File: config.mk
export PLATFORM = sky130hd
export DESIGN_NAME = sram_access_arbiter
export DESIGN_NICKNAME = d
export VERILOG_FILES = /design/src/rtl/sram_access_arbiter.sv
export SDC_FILE = /design/constraint.sdc
export NUM_CORES = 1
export LEC_CHECK = 0
export ABC_AREA = 0
export CORE_ASPECT_RATIO = 0.9
export CORE_MARGIN = 10
export CORE_UTILIZATION = 40
export DETAILED_ROUTE_END_ITERATION = 10
export PLACE_DENSITY_LB_ADDON = 0.08
export REMOVE_ABC_BUFFERS = 1
export SYNTH_ARGS = -nofsm -noshare
export SYNTH_HDL_FRONTEND = slang
export SYNTH_SLANG_ARGS = --single-unit
File: constraint.sdc
create_clock -name iCLK -period 2.6 [get_ports iCLK]
set_input_delay 0.52 -clock iCLK [delete_from_list [all_inputs] [get_ports iCLK]]
set_output_delay 0.52 -clock iCLK [all_outputs]
set_load 0.03 [all_outputs]
File: src/rtl/sram_access_arbiter.sv
// Arbitrates one SRAM_SAVE port between a posted write stream and a read requester.
// Reads win in IDLE unless a pending write has been passed over STARVE_MAX times.
module sram_access_arbiter #(
  parameter int ADDR_W     = 18,
  parameter int DATA_W     = 16,
  parameter int FIFO_DEPTH = 4,
  parameter int READ_LAT   = 2,
  parameter int STARVE_MAX = 8
) (
  input  logic                          iCLK,
  input  logic                          iRST,
  input  logic                          iWrValid,
  output logic                          oWrReady,
  input  logic [ADDR_W-1:0]             iWrAddr,
  input  logic [DATA_W-1:0]             iWrData,
  input  logic                          iRdReq,
  input  logic [ADDR_W-1:0]             iRdAddr,
  output logic                          oRdAck,
  output logic                          oRdValid,
  output logic [DATA_W-1:0]             oRdData,
  output logic                          oControlState,
  output logic [ADDR_W-1:0]             oMemoryAddress,
  output logic [DATA_W-1:0]             oMemoryData,
  input  logic [DATA_W-1:0]             iMemoryData,
  output logic                          oBusy,
  output logic [$clog2(FIFO_DEPTH):0]   oWrPending
);

  localparam int PW = $clog2(FIFO_DEPTH);
  localparam int CW = PW + 1;
  localparam int SW = $clog2(STARVE_MAX + 1);
  localparam int LW = $clog2(READ_LAT + 1);

  typedef enum logic [2:0] {
    S_IDLE, S_WR_SET, S_WR_HOLD, S_WR_TURN, S_RD_ADDR, S_RD_WAIT
  } state_t;

  state_t              r_state;
  logic [ADDR_W-1:0]   r_fifo_addr [FIFO_DEPTH];
  logic [DATA_W-1:0]   r_fifo_data [FIFO_DEPTH];
  logic [PW-1:0]       r_wptr;
  logic [PW-1:0]       r_rptr;
  logic [CW-1:0]       r_count;
  logic [SW-1:0]       r_starve;
  logic [LW-1:0]       r_wait;
  logic                r_ctrl;
  logic                r_ack;
  logic                r_valid;
  logic [ADDR_W-1:0]   r_maddr;
  logic [DATA_W-1:0]   r_mdata;
  logic [DATA_W-1:0]   r_rddata;

  logic w_push;
  logic w_pop;
  logic w_empty;
  logic w_wr_win;

  assign oWrReady = ~iRST & (r_count < CW'(FIFO_DEPTH));
  assign w_push   = iWrValid & oWrReady;
  assign w_pop    = (r_state == S_WR_SET);
  assign w_empty  = (r_count == '0);
  assign w_wr_win = ~w_empty & (~iRdReq | (r_starve == SW'(STARVE_MAX)));

  always_ff @(posedge iCLK) begin
    if (w_push) begin
      r_fifo_addr[r_wptr] <= iWrAddr;
      r_fifo_data[r_wptr] <= iWrData;
    end
  end

  always_ff @(posedge iCLK) begin
    if (iRST) begin
      r_wptr  <= '0;
      r_rptr  <= '0;
      r_count <= '0;
    end else begin
      if (w_push) r_wptr <= r_wptr + PW'(1);
      if (w_pop)  r_rptr <= r_rptr + PW'(1);
      r_count <= r_count + CW'(w_push) - CW'(w_pop);
    end
  end

  always_ff @(posedge iCLK) begin
    if (iRST) begin
      r_state  <= S_IDLE;
      r_starve <= '0;
      r_wait   <= '0;
      r_ctrl   <= 1'b0;
      r_ack    <= 1'b0;
      r_valid  <= 1'b0;
      r_maddr  <= '0;
      r_mdata  <= '0;
      r_rddata <= '0;
    end else begin
      r_ack   <= 1'b0;
      r_valid <= 1'b0;
      r_ctrl  <= 1'b0;
      unique case (r_state)
        S_IDLE: begin
          if (w_wr_win) begin
            r_state  <= S_WR_SET;
            r_ctrl   <= 1'b1;
            r_maddr  <= r_fifo_addr[r_rptr];
            r_mdata  <= r_fifo_data[r_rptr];
            r_starve <= '0;
          end else if (iRdReq) begin
            r_state <= S_RD_ADDR;
            r_ack   <= 1'b1;
            r_maddr <= iRdAddr;
            if (!w_empty && r_starve != SW'(STARVE_MAX))
              r_starve <= r_starve + SW'(1);
          end
        end
        S_WR_SET:  r_state <= S_WR_HOLD;
        S_WR_HOLD: r_state <= S_WR_TURN;
        S_WR_TURN: r_state <= S_IDLE;
        S_RD_ADDR: begin
          r_wait  <= LW'(READ_LAT - 2);
          r_state <= S_RD_WAIT;
        end
        S_RD_WAIT: begin
          // last wait cycle: SRAM data is on the bus now
          if (r_wait == '0) begin
            r_rddata <= iMemoryData;
            r_valid  <= 1'b1;
            r_state  <= S_IDLE;
          end else begin
            r_wait <= r_wait - LW'(1);
          end
        end
        default: r_state <= S_IDLE;
      endcase
      if (w_empty) r_starve <= '0;
    end
  end

  assign oRdAck         = r_ack;
  assign oRdValid       = r_valid;
  assign oRdData        = r_rddata;
  assign oControlState  = r_ctrl;
  assign oMemoryAddress = r_maddr;
  assign oMemoryData    = r_mdata;
  assign oBusy          = (r_state != S_IDLE);
  assign oWrPending     = r_count;

endmodule

**Word level (Yosys, flattened, before mapping)**

Memories as Yosys holds them, arrays and structs flattened. A register that Yosys moved wholly into a read port is not among the register bits.
Index checks and enable logic that the tools add are counted.

- Output and inout bits: 58
- Latch bits: 0
- Bits in writable memories: 136
- Memories: 2
- Memory bits (read-only): 0
- Register bits after elaboration: 53

Memories:

| memory | depth | bits a word | rd ports | clocked after memory_dff | wr ports | RTL line | RTL |
|---|---|---|---|---|---|---|---|
| r_fifo_addr | 4 | 18 | 1 | 1 | 1 | 39 | `logic [ADDR_W-1:0] r_fifo_addr [FIFO_DEPTH];` |
| r_fifo_data | 4 | 16 | 1 | 1 | 1 | 40 | `logic [DATA_W-1:0] r_fifo_data [FIFO_DEPTH];` |

- Order comparisons: 1
- Bitwise operators: 9
- Divide/modulo/power cells: 0
- Equal/unequal tests: 9
- Multipliers: 0
- Multiplexer cells: 18
- Add/subtract/negate cells: 6
- Shift operators: 0
- Reductions and logical operators: 19

Operators with widths:

| operator | count |
|---|---|
| $mux 18 | 2 |
| $pmux 3 s5 | 1 |
| $mux 4 | 3 |
| $reduce_and 2->1 | 5 |
| $mux 3 | 3 |
| $eq 3x3->1 const B | 2 |
| $logic_not 3->1 | 2 |
| $mux 2 | 3 |
| $reduce_bool 2->1 | 3 |
| $reduce_or 2->1 | 3 |
| $mux 1 | 5 |
| $not 1->1 | 5 |
| $add 2x1->2 const B | 2 |
| $add 4x1->4 const B | 1 |
| $eq 4x4->1 const B | 1 |
| $ne 2x2->1 const B | 2 |
| $ne 4x4->1 const B | 1 |
| $pmux 2 s2 | 1 |
| $add 3x1->3 | 1 |
| $and 1x1->1 | 3 |
| $eq 3x1->1 const B | 1 |
| $eq 3x2->1 const B | 1 |
| $lt 3x3->1 const B | 1 |
| $ne 3x3->1 const B | 1 |
| other kinds (9) | 9 |

**Logic depth before layout (Yosys ltp)**

Gate-level depths: netlist (run 1).

- Depth in word-level cells: 6
- Mapped depth: 9
- Gate-level depth less buffers: 8

**Least setup slack after synthesis (run 1)**

Ideal clock, no wire load.

- Kind: input-to-reg
- From: in iRST
- To: reg r_count[2] (netlist: oWrPending[2])
- Library setup time: 128 ps
- Arrival: 2298 ps
- Data required time: 2472 ps
- Slack: 174 ps
- Stages: 8
- Path through: nor2_1 -> and2_0 -> or2_2 -> nand2_1 -> ha_1 -> fa_1 -> xnor2_1 -> nor2_1

- Longest elaborated chain between the ends: 5

RTL lines:

| element | RTL line | RTL |
|---|---|---|
| from (decl) | 11 | `input logic iRST,` |
| $not 1->1 | 58 | `assign oWrReady = ~iRST & (r_count < CW'(FIFO_DEPTH));` |
| $and 1x1->1 | 58 |  |
| $and 1x1->1 | 59 | `assign w_push = iWrValid & oWrReady;` |
| $add 3x1->3 | 79 | `r_count <= r_count + CW'(w_push) - CW'(w_pop);` |
| $sub 3x1->3 | 79 |  |
| to (signal assigned) | 79 |  |
| to (decl) | 43 | `logic [CW-1:0] r_count;` |

Parallel ways exist; a longest one is shown, timed or not.
A chain may end at the register's enable or synchronous reset.

**Final worst setup path (run 1)**

- From: reg r_count[2] (netlist: oWrPending[2])
- To: out oWrReady

- Longest elaborated chain between the ends: 2

RTL lines:

| element | RTL line | RTL |
|---|---|---|
| $lt 3x3->1 | 58 |  |
| $and 1x1->1 | 58 |  |
| to (decl) | 13 | `output logic oWrReady,` |

No other way between the ends.

==> results of run 1 <==
## routing by layer
| layer | part of all wire, % | GRT usage (%) | wire length (µm) |
|---|---|---|---|
| met2 | 45 | 20.7 | 7680 |
| met1 | 48 | 18.1 | 8210 |
| met5 | 0 | 0 | 0 |
| met3 | 5.0 | 3.35 | 855 |
| met4 | 1.6 | 3.16 | 268 |
## critical path, stage by stage (launching register included)
cell,delay (ns)
dfxtp_1,0.35
nor2_1,0.26
clkdlybuf4s50_1,0.73
## registers in the layout, indices dropped and copies added (netlist names), 3 cells and up, named ones only
signal,flops
r_state,3
r_fifo_addr,72
oMemoryData,16
r_starve,4
r_fifo_data,64
oWrPending,3
oRdData,16
oMemoryAddress,18
## report_power, final
part	total, mW	switching [mW]	internal (mW)
Clock	2.91	1.23	1.68
Combinational	2.58	1.40	1.18
Sequential	4.12	0.241	3.88
## worst paths after layout
check	startpoint	to	slack, ns	cells past startpoint
worst max-delay path	oWrPending[2]	oWrReady	0.25	2
worst min-delay path	oRdData[8]	oRdData[8]	0.45	2
worst max register to register	oWrPending[2]	oMemoryAddress[17]	0.54	4
worst min register to register	oRdData[8]	oRdData[8]	0.45	2
## kinds of logic after synthesis
family | count (synthesis) | share of synthesized area (%)
muxes | 34 | 9.94
xor gates and xnor gates | 6 | 0.682
DFF | 207 | 71.5
buffers and inverters | 34 | 1.98
adders and majority gates | 9 | 1.56
and+or+nand+nor | 137 | 8.69
AOI/OAI and AO/OA | 65 | 5.68
## metrics by stage
| step | setup slack, ns | area, µm² |
|---|---|---|
| 4_1_cts | 0.200 | 10000 |
| 5_1_grt | 0.144 | 10000 |
| 2_1_floorplan | 0.180 | 7590 |
| 3_5_place_dp | 0.238 | 9360 |
| 6_report | 0.248 | 10000 |
| 3_3_place_gp | 0.264 | 9360 |
## cells in the final DEF (no fill, tap or decap), types with 2 or more instances in the layout
cell | synthesis | final
a221o_1 | 18 | 18
clkinv_1 | 0 | 2
or4_1 | 2 | 2
xnor2_1 | 4 | 4
nand2_1 | 74 | 74
a31oi_1 | 2 | 2
nand3_1 | 6 | 6
inv_1 | 9 | 9
clkbuf_1 | 8 | 11
and3_2 | 0 | 4
clkinv_2 | 0 | 3
dfxtp_1 | 71 | 71
nor3_1 | 3 | 3
nor2_1 | 13 | 13
a21oi_1 | 39 | 39
clkdlybuf4s50_1 | 0 | 127
edfxtp_1 | 136 | 136
buf_4 | 1 | 9
mux4_2 | 34 | 34
xor2_1 | 2 | 2
buf_12 | 0 | 5
clkbuf_16 | 0 | 23
nor2b_1 | 22 | 21
ha_1 | 8 | 8
## layout make-up
class | count | area, µm² | area share (%)
inverter | 10 | 37.5 | 0.374
clock inverter | 7 | 42.5 | 0.424
multi-input combinational | 251 | 2050 | 20.5
timing repair buffer | 143 | 1450 | 14.5
tap | 250 | 313 | 3.12
sequential | 207 | 5510 | 54.9
clock buffer | 35 | 631 | 6.28
==> flow_summary.ini, run 1 <==
[finish]
fin_util_pct = 52.7
area_growth_pct = 30.3
layoutNonFillerInstCount = 903
fillers = 1577
drive_gt1_share_pct = 13.8
n_antenna_cell = 0
finalNetCount = 717

[clocking]
cts_buffers = 23
ctsResizeCount = 1
clockBufferDepth = 3
clock-sinks = 207
cts_tree = built
root_buffer = clkbuf_16
htreeDepth = 1
clk_latency_ns = 0.50
ctsHoldBuffers = 0
clk_pin_slew_worst_paths_ns = 0.06
cts_setup_buffers = 0

[global_route]
grt_pass1_wl_mm = 26.5
grt_usage_pct = 13.2
antenna_found_initial = 0
grt_overflow_total = 0
grt_pass1_vias = 4618
grt_max_degree = 51

[synth]
ys_dominant_reg_cell = edfxtp_1
ys_top_cells_by_count = edfxtp_1, nand2_1, dfxtp_1, a21oi_1, mux4_2
synth_edf_count = 136
async_reset_ff_share_pct = 0
synth_largest_area_cell = edfxtp_1
yosys.cell_count.top_type = edfxtp_1
ys_seq_elements = 207
avgSynthCellArea_um2 = 15.7
netlist.area_leader.share_pct = 53.0
postSynthCellCount = 492
ys_warn_count = 0
synth_seq_area_share_pct = 71.5
synth_area_um2 = 7700
synth_area_leaders = edfxtp_1, dfxtp_1, mux4_2
yosysUniqueCellTypes = 42

[power]
p_leak_nw = 3.30
power_mw = 9.60
power_density_nw_per_um2 = 957
ir_drop_uv = 484

[timing]
whs_ns = 0.451
slew_headroom_pct = 39.7
final-hold-violation-count = 0
max_freq_ghz = 0.425
fin_skew_ns = 0.0126
post-route-period-util_pct = 90.5
finalMaxSlewViolations = 0
fin_tns_setup_ns = 0
setup_violations = 0
fin_crit_ns = 2.35
rsz0062_at_grt = no
tightest_slew_ns = 0.900

[die]
pin_count = 130
die_area_um2 = 25200
die_y_um = 152
rows = 48
die_width_um = 166
design.core.area_um2 = 19000
initial_core_util_pct = 40.5

[placement]
globalplace.congestion = 0.740
place_inst = 861
io_buffers = 129
dp_hpwl_mm = 10.5

[routing]
wl_per_cell_um = 18.8
vias = 4519
drt_wl_total_mm = 17.0
drt_first_pass_iters = 4
drc = 0
drtAntennaViolNets = 0
drt_iter0_drc = 221
vias_per_cell = 5.00

[setup_path]
cp_max_fo = 6
worstSetupStartpointType = flop
path_class = reg2out
crit_required_ns = 2.08
cp_data_arrival_time_ns = 1.83
endpoint_kind = primary output

[status]
status = finished clean

[run]
max_cap_violations = 0

[hold_path]
min_path_type = reg2reg
(Power assumes the default switching activity.)
==> run 2: changes to the inputs <==
--- a/config.mk
+++ b/config.mk
@@ -10,6 +10,7 @@
 export CORE_MARGIN = 10
 export CORE_UTILIZATION = 40
 export DETAILED_ROUTE_END_ITERATION = 10
+export HOLD_SLACK_MARGIN = 0.08
 export PLACE_DENSITY_LB_ADDON = 0.08
 export REMOVE_ABC_BUFFERS = 1
 export SYNTH_ARGS = -nofsm -noshare
==> results of run 2 <==
No change in the layout: final DEF, timing and power equal those of run 1.
==> run 3: changes to the inputs <==
--- a/config.mk
+++ b/config.mk
@@ -6,9 +6,11 @@
 export NUM_CORES = 1
 export LEC_CHECK = 0
 export ABC_AREA = 0
+export CELL_PAD_IN_SITES_DETAIL_PLACEMENT = 0
+export CELL_PAD_IN_SITES_GLOBAL_PLACEMENT = 2
 export CORE_ASPECT_RATIO = 0.9
 export CORE_MARGIN = 10
-export CORE_UTILIZATION = 40
+export CORE_UTILIZATION = 37
 export DETAILED_ROUTE_END_ITERATION = 10
 export HOLD_SLACK_MARGIN = 0.08
 export PLACE_DENSITY_LB_ADDON = 0.08
==> run 3 against run 2 <==
Maximum frequency fell by 0.54%. Global-route usage fell by 0.53 points. Clock-buffer cell count decreased by 7. Critical path depth is 1 higher. Worst setup slack worse by 0.013 ns. Sequential cell count is the same. Clock skew up 0.0054 ns. Die area is 7.1% higher. Critical endpoint is now oBusy. Highest routed layer unchanged.
==> flow_summary.ini, run 3 (synthesis gave the netlist of run 1 again) <==
[setup_path]
endpoint_kind = primary output
worstSetupStartpointType = flop
cp_max_fo = 11
r2r_cells = 4
critical_path.cell_chain = nor3_4 -> inv_2 -> dlygate4sd2_1
cp_data_arrival_time_ns = 1.84
path_class = reg2out
crit_required_ns = 2.08
crit_slowest_cell = dfxtp_1
max_stage_delay_ns = 0.43

[routing]
vias_per_cell = 4.99
drtAntennaViolNets = 0
drt_first_pass_iters = 4
vias = 4558
drc = 0
drt_wl_total_mm = 17.1
wl_per_cell_um = 18.8
drt_iter0_drc = 243

[placement]
io_buffers = 129
place_area_um2 = 9390
place_inst = 873
globalplace.congestion = 0.731
dp_hpwl_mm = 10.8

[finish]
seq_area_um2 = 5510
fin_util_pct = 49.4
regMostFlops = r_fifo_addr
largest_register_ffs = 72
n_antenna_cell = 0
area_growth_pct = 32.3
fillers = 1779
layoutNonFillerInstCount = 913
finalInstanceArea_um2 = 10200
finalNetCount = 718
drive_gt1_share_pct = 15.6
final_common_cell = edfxtp_1
multi_input_area_um2 = 2050
final_cell_mix = edfxtp_1, clkdlybuf4s50_1, nand2_1

[timing]
final-hold-violation-count = 0
rsz0062_at_grt = no
fin_tns_setup_ns = 0
post-route-period-util_pct = 91.0
finalMaxSlewViolations = 0
slew_headroom_pct = 39.7
fin_crit_ns = 2.36
fin_skew_ns = 0.0181
tightest_slew_ns = 0.900
setup_violations = 0
max_freq_ghz = 0.423

[clocking]
ctsResizeCount = 1
ctsHoldBuffers = 0
clock-sinks = 207
htreeDepth = 1
clk_latency_ns = 0.51
cts_buffers = 22
cts_setup_buffers = 0
clk_pin_slew_worst_paths_ns = 0.06
cts_tree = built
clockBufferDepth = 3
root_buffer = clkbuf_16

[global_route]
busiest_layer = met2
grt_max_degree = 44
grt_pass1_vias = 4790
antenna_found_initial = 0
grt_use_met2_pct = 20.6
grt_overflow_total = 0
use_met3_pct = 3.26
grt_usage_pct = 12.7
grt_pass1_wl_mm = 26.8
grt.met1_usage_pct = 16.5

[power]
p_leak_nw = 3.39
power_mw = 10.1
ir_drop_uv = 623
power_density_nw_per_um2 = 989

[die]
die_y_um = 157
pin_count = 130
design.core.area_um2 = 20600
die_width_um = 172
initial_core_util_pct = 37.3
die_area_um2 = 27000
rows = 50

[hold_path]
min_path_cells = 3
min_path_type = in2reg

[run]
max_cap_violations = 0

[status]
status = finished clean
-- run 3: cell count changes in the layout (fill, tap and decap cells not counted), sizes merged --
cell,delta
buf,+3
bufinv,+4
clkbuf,-7
clkdlybuf4s50,-1
clkinv,+3
inv,-2
-- run 3: area by class of cell --
type | instances | area share, %
Timing Repair Buffer | 145 | 14.4
Sequential cell | 207 | 54.0
Clock buffer | 28 | 6.24
Inverter | 10 | 0.368
Clock inverter | 12 | 1.68
Multi-Input combinational cell | 251 | 20.1
Tap cell | 260 | 3.19
-- run 3: worst paths after layout --
check / startpoint / end / slack [ns]
max: r_state[0] / oBusy / 0.24
min: iRST / r_state[2] / 0.41
max reg2reg: oWrPending[2] / oMemoryAddress[1] / 0.54
min reg2reg: oRdData[2] / oRdData[2] / 0.45
-- run 3: metrics by stage --
| stage | worst slack [ns] | hold slack (ns) |
|---|---|---|
| 2_1_floorplan | 0.180 | 0.454 |
| 4_1_cts | 0.224 | 0.416 |
| 6_report | 0.235 | 0.413 |
| 5_1_grt | 0.147 | 0.415 |
| 3_5_place_dp | 0.232 | 0.447 |
| 3_3_place_gp | 0.256 | 0.441 |
-- run 3: where the power goes --
group | total, mW | leakage, nW | internal [mW] | switching, mW
Sequential | 4.11 | 1.81 | 3.87 | 0.236
Clock | 3.39 | 0.403 | 2.13 | 1.26
Combinational | 2.58 | 1.18 | 1.19 | 1.40
-- run 3: routing by layer --
layer / routed length, µm / vias up
li1: - / 2147
met1: 7600 / 2271
met2: 8050 / 117
met3: 1110 / 23
met4: 363 / 0
met5: 0 / -
-- run 3: worst max-delay path: cells and delay by family, from the launching register on --
| family | cells | cell delay (ns) |
|---|---|---|
| DFF | 1 | 0.43 |
| buffers and inverters | 2 | 0.55 |
| and+or+nand+nor | 1 | 0.37 |
